$ cat src/rtl/orbit_lut_scheduler_pkg.sv
// Shared definitions for the orbit LUT scheduler: config field codes, FSM states, fixed-point constants.
package orbit_pkg;

    localparam int Q_FRAC   = 15;
    localparam int RADIUS_W = 10;

    typedef enum logic [2:0] {
        FLD_STEP     = 3'd0,
        FLD_RADIUS_X = 3'd1,
        FLD_CENTRE_X = 3'd2,
        FLD_CENTRE_Y = 3'd3,
        FLD_RADIUS_Y = 3'd4,
        FLD_PHASE    = 3'd5
    } cfg_field_e;

    typedef enum logic [2:0] {
        ST_IDLE,
        ST_ADDR,
        ST_WAIT,
        ST_CALC,
        ST_WRITE
    } state_e;

endpackage

$ cat src/rtl/orbit_lut_scheduler_if.sv
// Bus bundle for the scheduler: HPS config writes, shared LUT read port, position write port.
interface orbit_lut_scheduler_if #(
    parameter int NUM_ENEMIES = 8,
    parameter int LUT_AW      = 8
);
    localparam int SLOT_W = $clog2(NUM_ENEMIES);

    logic                     cfg_we;
    logic [SLOT_W-1:0]        cfg_slot;
    logic [2:0]               cfg_field;
    logic [15:0]              cfg_wdata;

    logic [LUT_AW-1:0]        lut_addr;
    logic                     lut_rd;
    logic signed [15:0]       lut_cos;
    logic signed [15:0]       lut_sin;

    logic                     pos_valid;
    logic [SLOT_W-1:0]        pos_slot;
    logic [15:0]              pos_x;
    logic [15:0]              pos_y;

    modport master (
        input  cfg_we, cfg_slot, cfg_field, cfg_wdata, lut_cos, lut_sin,
        output lut_addr, lut_rd, pos_valid, pos_slot, pos_x, pos_y
    );

    modport slave (
        output cfg_we, cfg_slot, cfg_field, cfg_wdata, lut_cos, lut_sin,
        input  lut_addr, lut_rd, pos_valid, pos_slot, pos_x, pos_y
    );
endinterface

$ cat src/rtl/orbit_lut_scheduler_mac.sv
// One orbit axis: centre + (radius * trig) >>> 15, clamped to [0, MAX]. Purely combinational.
module orbit_mac
    import orbit_pkg::*;
#(
    parameter int MAX = 639
) (
    input  logic [RADIUS_W-1:0] radius_i,
    input  logic signed [15:0]  trig_i,
    input  logic [15:0]         centre_i,
    output logic [15:0]         pos_o
);
    localparam logic signed [27:0] MAX_S = 28'(MAX);

    logic signed [26:0] r_ext;
    logic signed [26:0] t_ext;
    logic signed [26:0] prod;
    logic signed [26:0] scaled;
    logic signed [27:0] sum;

    function automatic logic [15:0] clamp_pos(input logic signed [27:0] v);
        if (v[27])
            clamp_pos = '0;
        else if (v > MAX_S)
            clamp_pos = 16'(MAX);
        else
            clamp_pos = v[15:0];
    endfunction

    assign r_ext  = {{(27-RADIUS_W){1'b0}}, radius_i};
    assign t_ext  = {{11{trig_i[15]}}, trig_i};
    assign prod   = r_ext * t_ext;
    assign scaled = prod >>> Q_FRAC;
    // Centre is unsigned, so zero-extend it; the scaled offset may be negative.
    assign sum    = {12'b0, centre_i} + {scaled[26], scaled};
    assign pos_o  = clamp_pos(sum);
endmodule

$ cat src/rtl/orbit_lut_scheduler.sv
// Walks NUM_ENEMIES orbit slots per frame through one shared sin/cos LUT and emits clamped positions.
// Define ORBIT_ELLIPSE_EN to give each slot its own radius_y (elliptical orbits); otherwise ry = rx.
module orbit_lut_scheduler
    import orbit_pkg::*;
#(
    parameter int NUM_ENEMIES = 8,
    parameter int LUT_AW      = 8,
    parameter int LUT_LAT     = 2,
    parameter int XMAX        = 639,
    parameter int YMAX        = 479
) (
    input  logic                  clk,
    input  logic                  reset_n,
    input  logic                  frame_tick,
    orbit_lut_scheduler_if.master bus,
    output logic                  busy,
    output logic                  overrun
);
    localparam int SLOT_W = $clog2(NUM_ENEMIES);
    localparam int WAIT_W = $clog2(LUT_LAT) + 1;

    state_e              state_q, state_d;
    logic [SLOT_W-1:0]   slot_q, slot_d;
    logic [WAIT_W-1:0]   wait_q, wait_d;

    logic [15:0]         step_q   [NUM_ENEMIES];
    logic [15:0]         phase_q  [NUM_ENEMIES];
    logic [RADIUS_W-1:0] rx_q     [NUM_ENEMIES];
    logic [15:0]         cx_q     [NUM_ENEMIES];
    logic [15:0]         cy_q     [NUM_ENEMIES];
`ifdef ORBIT_ELLIPSE_EN
    logic [RADIUS_W-1:0] ry_q     [NUM_ENEMIES];
`endif

    logic [RADIUS_W-1:0] wrx_q, wry_q;
    logic [15:0]         wcx_q, wcy_q;
    logic signed [15:0]  cos_q, sin_q;
    logic                pos_valid_q;
    logic [SLOT_W-1:0]   pos_slot_q;
    logic [15:0]         pos_x_q, pos_y_q;
    logic                overrun_q;

    logic [15:0]         phase_next;
    logic                cfg_hit;
    logic                wait_last;
    logic [15:0]         mac_x, mac_y;

    assign phase_next = phase_q[slot_q] + step_q[slot_q];
    assign cfg_hit    = bus.cfg_we && (int'(bus.cfg_slot) < NUM_ENEMIES);
    assign wait_last  = (wait_q == WAIT_W'(LUT_LAT - 1));

    assign bus.lut_rd    = (state_q == ST_ADDR);
    assign bus.lut_addr  = (state_q == ST_ADDR) ? phase_next[15 -: LUT_AW] : '0;
    assign bus.pos_valid = pos_valid_q;
    assign bus.pos_slot  = pos_slot_q;
    assign bus.pos_x     = pos_x_q;
    assign bus.pos_y     = pos_y_q;
    assign busy          = (state_q != ST_IDLE);
    assign overrun       = overrun_q;

    always_ff @(posedge clk or negedge reset_n) begin
        if (!reset_n) begin
            state_q <= ST_IDLE;
            slot_q  <= '0;
            wait_q  <= '0;
        end else begin
            state_q <= state_d;
            slot_q  <= slot_d;
            wait_q  <= wait_d;
        end
    end

    always_comb begin
        state_d = state_q;
        slot_d  = slot_q;
        wait_d  = wait_q;
        case (state_q)
            ST_IDLE: begin
                if (frame_tick) begin
                    state_d = ST_ADDR;
                    slot_d  = '0;
                end
            end
            ST_ADDR: begin
                state_d = ST_WAIT;
                wait_d  = '0;
            end
            ST_WAIT: begin
                if (wait_last)
                    state_d = ST_CALC;
                else
                    wait_d = wait_q + 1'b1;
            end
            ST_CALC:  state_d = ST_WRITE;
            ST_WRITE: begin
                if (slot_q == SLOT_W'(NUM_ENEMIES - 1)) begin
                    state_d = ST_IDLE;
                end else begin
                    slot_d  = slot_q + 1'b1;
                    state_d = ST_ADDR;
                end
            end
            default: state_d = ST_IDLE;
        endcase
    end

    // Config writes come after the phase advance so a same-cycle phase write overrides it.
    always_ff @(posedge clk or negedge reset_n) begin
        if (!reset_n) begin
            for (int i = 0; i < NUM_ENEMIES; i++) begin
                step_q[i]  <= '0;
                phase_q[i] <= '0;
                rx_q[i]    <= '0;
                cx_q[i]    <= '0;
                cy_q[i]    <= '0;
`ifdef ORBIT_ELLIPSE_EN
                ry_q[i]    <= '0;
`endif
            end
        end else begin
            if (state_q == ST_ADDR)
                phase_q[slot_q] <= phase_next;
            if (cfg_hit) begin
                case (cfg_field_e'(bus.cfg_field))
                    FLD_STEP:     step_q[bus.cfg_slot]  <= bus.cfg_wdata;
                    FLD_RADIUS_X: rx_q[bus.cfg_slot]    <= bus.cfg_wdata[RADIUS_W-1:0];
                    FLD_CENTRE_X: cx_q[bus.cfg_slot]    <= bus.cfg_wdata;
                    FLD_CENTRE_Y: cy_q[bus.cfg_slot]    <= bus.cfg_wdata;
`ifdef ORBIT_ELLIPSE_EN
                    FLD_RADIUS_Y: ry_q[bus.cfg_slot]    <= bus.cfg_wdata[RADIUS_W-1:0];
`endif
                    FLD_PHASE:    phase_q[bus.cfg_slot] <= bus.cfg_wdata;
                    default: ;
                endcase
            end
        end
    end

    always_ff @(posedge clk or negedge reset_n) begin
        if (!reset_n) begin
            wrx_q       <= '0;
            wry_q       <= '0;
            wcx_q       <= '0;
            wcy_q       <= '0;
            cos_q       <= '0;
            sin_q       <= '0;
            pos_valid_q <= 1'b0;
            pos_slot_q  <= '0;
            pos_x_q     <= '0;
            pos_y_q     <= '0;
            overrun_q   <= 1'b0;
        end else begin
            if (state_q == ST_ADDR) begin
                wrx_q <= rx_q[slot_q];
`ifdef ORBIT_ELLIPSE_EN
                wry_q <= ry_q[slot_q];
`else
                wry_q <= rx_q[slot_q];
`endif
                wcx_q <= cx_q[slot_q];
                wcy_q <= cy_q[slot_q];
            end
            // LUT data is guaranteed valid in the last wait cycle; hold it for CALC.
            if (state_q == ST_WAIT && wait_last) begin
                cos_q <= bus.lut_cos;
                sin_q <= bus.lut_sin;
            end
            pos_valid_q <= (state_q == ST_CALC);
            if (state_q == ST_CALC) begin
                pos_slot_q <= slot_q;
                pos_x_q    <= mac_x;
                pos_y_q    <= mac_y;
            end
            if (frame_tick && state_q != ST_IDLE)
                overrun_q <= 1'b1;
        end
    end

    orbit_mac #(.MAX(XMAX)) u_mac_x (
        .radius_i (wrx_q),
        .trig_i   (cos_q),
        .centre_i (wcx_q),
        .pos_o    (mac_x)
    );

    orbit_mac #(.MAX(YMAX)) u_mac_y (
        .radius_i (wry_q),
        .trig_i   (sin_q),
        .centre_i (wcy_q),
        .pos_o    (mac_y)
    );
endmodule
$ cat src/flat_wrapper.sv
// flat-port wrapper written by rule: the top's interface ports become plain ports
module orbit_lut_scheduler_flat import orbit_pkg::*;
#(
    parameter int NUM_ENEMIES = 8,
    parameter int LUT_AW      = 8,
    parameter int LUT_LAT     = 2,
    parameter int XMAX        = 639,
    parameter int YMAX        = 479
)
  (clk, reset_n, frame_tick, busy, overrun, bus_cfg_we, bus_cfg_slot, bus_cfg_field, bus_cfg_wdata, bus_lut_cos, bus_lut_sin, bus_lut_addr, bus_lut_rd, bus_pos_valid, bus_pos_slot, bus_pos_x, bus_pos_y);
  orbit_lut_scheduler_if #(.NUM_ENEMIES(NUM_ENEMIES), .LUT_AW(LUT_AW)) bus_i ();
  input  logic clk;
  input  logic reset_n;
  input  logic frame_tick;
  output logic busy;
  output logic overrun;
  input wire logic [$bits(bus_i.cfg_we)-1:0] bus_cfg_we;
  input wire logic [$bits(bus_i.cfg_slot)-1:0] bus_cfg_slot;
  input wire logic [$bits(bus_i.cfg_field)-1:0] bus_cfg_field;
  input wire logic [$bits(bus_i.cfg_wdata)-1:0] bus_cfg_wdata;
  input wire logic [$bits(bus_i.lut_cos)-1:0] bus_lut_cos;
  input wire logic [$bits(bus_i.lut_sin)-1:0] bus_lut_sin;
  output wire logic [$bits(bus_i.lut_addr)-1:0] bus_lut_addr;
  output wire logic [$bits(bus_i.lut_rd)-1:0] bus_lut_rd;
  output wire logic [$bits(bus_i.pos_valid)-1:0] bus_pos_valid;
  output wire logic [$bits(bus_i.pos_slot)-1:0] bus_pos_slot;
  output wire logic [$bits(bus_i.pos_x)-1:0] bus_pos_x;
  output wire logic [$bits(bus_i.pos_y)-1:0] bus_pos_y;
  assign bus_i.cfg_we = bus_cfg_we;
  assign bus_i.cfg_slot = bus_cfg_slot;
  assign bus_i.cfg_field = bus_cfg_field;
  assign bus_i.cfg_wdata = bus_cfg_wdata;
  assign bus_i.lut_cos = bus_lut_cos;
  assign bus_i.lut_sin = bus_lut_sin;
  assign bus_lut_addr = bus_i.lut_addr;
  assign bus_lut_rd = bus_i.lut_rd;
  assign bus_pos_valid = bus_i.pos_valid;
  assign bus_pos_slot = bus_i.pos_slot;
  assign bus_pos_x = bus_i.pos_x;
  assign bus_pos_y = bus_i.pos_y;
  orbit_lut_scheduler #(.NUM_ENEMIES(NUM_ENEMIES), .LUT_AW(LUT_AW), .LUT_LAT(LUT_LAT), .XMAX(XMAX), .YMAX(YMAX)) u_core (.clk(clk), .reset_n(reset_n), .frame_tick(frame_tick), .bus(bus_i), .busy(busy), .overrun(overrun));
endmodule
$ cat config.mk
export PLATFORM = sky130hd
export DESIGN_NAME = orbit_lut_scheduler_flat
export DESIGN_NICKNAME = d
export VERILOG_FILES = /design/src/rtl/orbit_lut_scheduler_pkg.sv /design/src/rtl/orbit_lut_scheduler_if.sv /design/src/rtl/orbit_lut_scheduler_mac.sv /design/src/rtl/orbit_lut_scheduler.sv /design/src/flat_wrapper.sv
export SDC_FILE = /design/constraint.sdc
export NUM_CORES = 2
export LEC_CHECK = 0
export BUFFER_PORTS_ARGS = -buffer_cell sky130_fd_sc_hd__buf_2
export CORE_MARGIN = 2
export CORE_UTILIZATION = 43
export CTS_CLUSTER_DIAMETER = 200
export CTS_CLUSTER_SIZE = 28
export DETAILED_ROUTE_END_ITERATION = 7
export HOLD_SLACK_MARGIN = 0.08
export PLACE_DENSITY = 0.62
export REMOVE_ABC_BUFFERS = 1
export SYNTH_ARGS = -nofsm -noshare
export SYNTH_HDL_FRONTEND = slang
export SYNTH_SLANG_ARGS = --single-unit
$ cat constraint.sdc
create_clock -name clk -period 8 [get_ports clk]
set_input_delay 1.6 -clock clk [delete_from_list [all_inputs] [get_ports clk]]
set_output_delay 1.6 -clock clk [all_outputs]
set_load 0.01 [all_outputs]
==> flow_metrics.tcl <==
set metrics [dict create \
    status "finished, final reports clean" \
    path_class "flop to output pin" \
    io-pin-count 105 \
    timing_hold_violations_final 0 \
    cts_buffers 29 \
    syn_area_per_cell_um2 10.6 \
    synth_edf_count 0 \
    design_area_mm2 0.0487 \
    antenna_found_initial 7 \
    die_area_mm2 0.108 \
    first_pass_iters 5 \
    fmax_mhz 128 \
    hold_buffers 0 \
    grt_max_degree 160 \
    crit_required_ns 6.40 \
    finClkSkew_ns 0.0274 \
    root_buffer "clkbuf_16" \
    io_buffers 104 \
    dpl-instance-area_mm2 0.0475 \
    grt_overflow 0 \
    crit_fanout 28 \
    fin_hold_ws_ns 0.469 \
    route.detailed.drc 0 \
    grt_use_total_pct 22.7 \
    layout_commonest_cell "dfrtp_1" \
    hold_path_class "flop to flop" \
    synth_area_mm2 0.0452 \
    wl_per_cell_um 21.6 \
    slew_violations 0 \
    yosysUniqueCellTypes 69 \
    clkLatencyLatePin_ns 0.66 \
    n_fill_cell 9656 \
    nNetsFinal 4774 \
    max_cap_violations 0 \
    drive_gt1_share_pct 21.4 \
    cts_max_path_buffers 3 \
    layout_common_cells "697 x dfrtp_1, 527 x mux2_2, 404 x nand2_1, 397 x inv_1, 289 x fa_1" \
    multi_input_area_mm2 0.0251 \
    critical_path.startpoint_type "flop" \
    tightest_slew_ns 1.23 \
    timing.final.ws_setup_ns 0.181 \
    ys.flop_type "dfrtp_1" \
    worstPathArrival_ns 6.22 \
    post-place-ws_ns 0.0207 \
    clkSinkCount 711 \
    htreeDepth 1 \
    gp_congestion 0.846 \
    detail-route-antenna-nets 0 \
    setup_violations 0 \
    netlist_instances 4266 \
    synthArstFlopShare_pct 100 \
    die-height_um 328 \
    critPathCaptureType "output pin" \
    rrSetupSlack_ns 0.24 \
    fin_crit_sh_pct 97.7 \
    maxSlewHeadroom_pct 17.6 \
    vias 31500 \
    post-dp-hpwl_mm 81.2 \
    synth-seq-area-share_pct 39.4 \
    seqCellArea_mm2 0.0178 \
    grt_pass1_vias 32400 \
    die_w_um 328 \
    yosys_warnings 0 \
    clkTransAtPathRegs_ns 0.12 \
    vias_per_cell 5.59 \
    syn_to_final_growth_pct 7.76 \
    drt-initial-drc-count 2405 \
    final.min_clock_period_ns 7.82 \
    core_area_mm2 0.104 \
    cts_tree "yes" \
    rows 118 \
    initial_core_util_pct 43.5 \
    fin_util_pct 46.9 \
    synth.ff_latch_count 711 \
    drt-total-wl_mm 122 \
    grt_pass1_wl_mm 192 \
]
per-layer routing:
metal	vias up	track usage, %	wire length, um
li1	14300	-	-
met2	790	38.0	58500
met1	16200	31.8	54500
met4	4	6.00	3250
met5	-	0	24
met3	166	2.10	5500
flip-flops by register name, indices dropped and copies added, names as in the netlist, 10 cells and up:
register,flops
u_core.wrx_q,10
u_core.rx_q,80
u_core.cos_q,16
u_core.phase_q,128
u_core.bus.pos_x,16
u_core.bus.pos_y,16
u_core.wcy_q,16
u_core.step_q,128
u_core.cy_q,128
u_core.sin_q,16
u_core.cx_q,128
u_core.wcx_q,16
critical path, cell delays in order, from the launching register on:
cell	delay [ns]
dfrtp_4	0.76
and2_1	0.61
and2_1	0.51
buf_4	0.37
a22oi_1	0.11
nand3_1	0.21
ha_1	0.31
a21oi_1	0.25
o211a_1	0.22
o31ai_1	0.14
o41ai_1	0.49
o21ai_0	0.25
o41a_1	0.47
xnor2_2	0.54
and2_1	0.20
buf_2	0.12
stage by stage:
stage | setup TNS [ns] | cells
global route | -0.394 | 5635
floorplan | -28.77 | 3970
global placement | 0 | 5582
detailed placement | 0 | 5582
finish | 0 | 5636
CTS | 0 | 5615
cell families after synthesis:
family	after synthesis	synth area share, %
adders and majority gates	465	17.7
and+or+nand+nor	953	9.66
xor gates and xnor gates	68	1.33
muxes	608	15.4
buffers and inverters	695	5.79
DFF	711	39.4
AOI/OAI and AO/OA	766	10.8
final cells by class:
| class | instances | share of cell area (%) |
|---|---|---|
| well taps | 1380 | 3.54 |
| multi-input cells | 2862 | 51.5 |
| repair buffers | 248 | 3.63 |
| clock inverters | 3 | 0.136 |
| clock buffers | 30 | 1.50 |
| diodes | 3 | 0.0154 |
| flip-flops and latches | 711 | 36.6 |
| inverters | 399 | 3.07 |
Yosys cell counts, drive strengths merged (50+ instances only):
master,instances,share of area (%)
a21oi,216,2.4
a221oi,66,1.3
a22oi,111,1.8
and2,183,2.5
clkbuf,278,2.3
dfrtp,711,39
fa,291,13
ha,174,4.8
inv,398,3.3
mux2,528,13
mux2i,64,1.4
nand2,404,3.4
nor2,224,1.9
o21ai,214,2.4
xnor2,50,0.99
timing repair:
item | 4_1_cts | 5_1_grt
setup buffers | 0 | 15
gates resized for setup | 3 | 62
gates cloned | 0 | 3
pin swaps | 1 | 23
setup endpoints to repair | 8 | 19
final timing paths:
| kind | cells after the start | from | to |
|---|---|---|---|
| min in group asynchronous | 1 | reset_n | u_core.step_q[12] |
| hold / removal | 1 | u_core.overrun | u_core.overrun |
| hold reg to reg | 1 | u_core.overrun | u_core.overrun |
| max in group asynchronous | 2 | reset_n | u_core.wrx_q[2] |
| setup / recovery | 15 | u_core.slot_q[1] | bus_lut_addr[7] |
| setup reg to reg | 28 | u_core.sin_q[8] | u_core.bus.pos_y[7] |
Power is left out: the tool's default activity adds up to more than one toggle a clock period on the data nets, which glitch-free logic cannot reach.
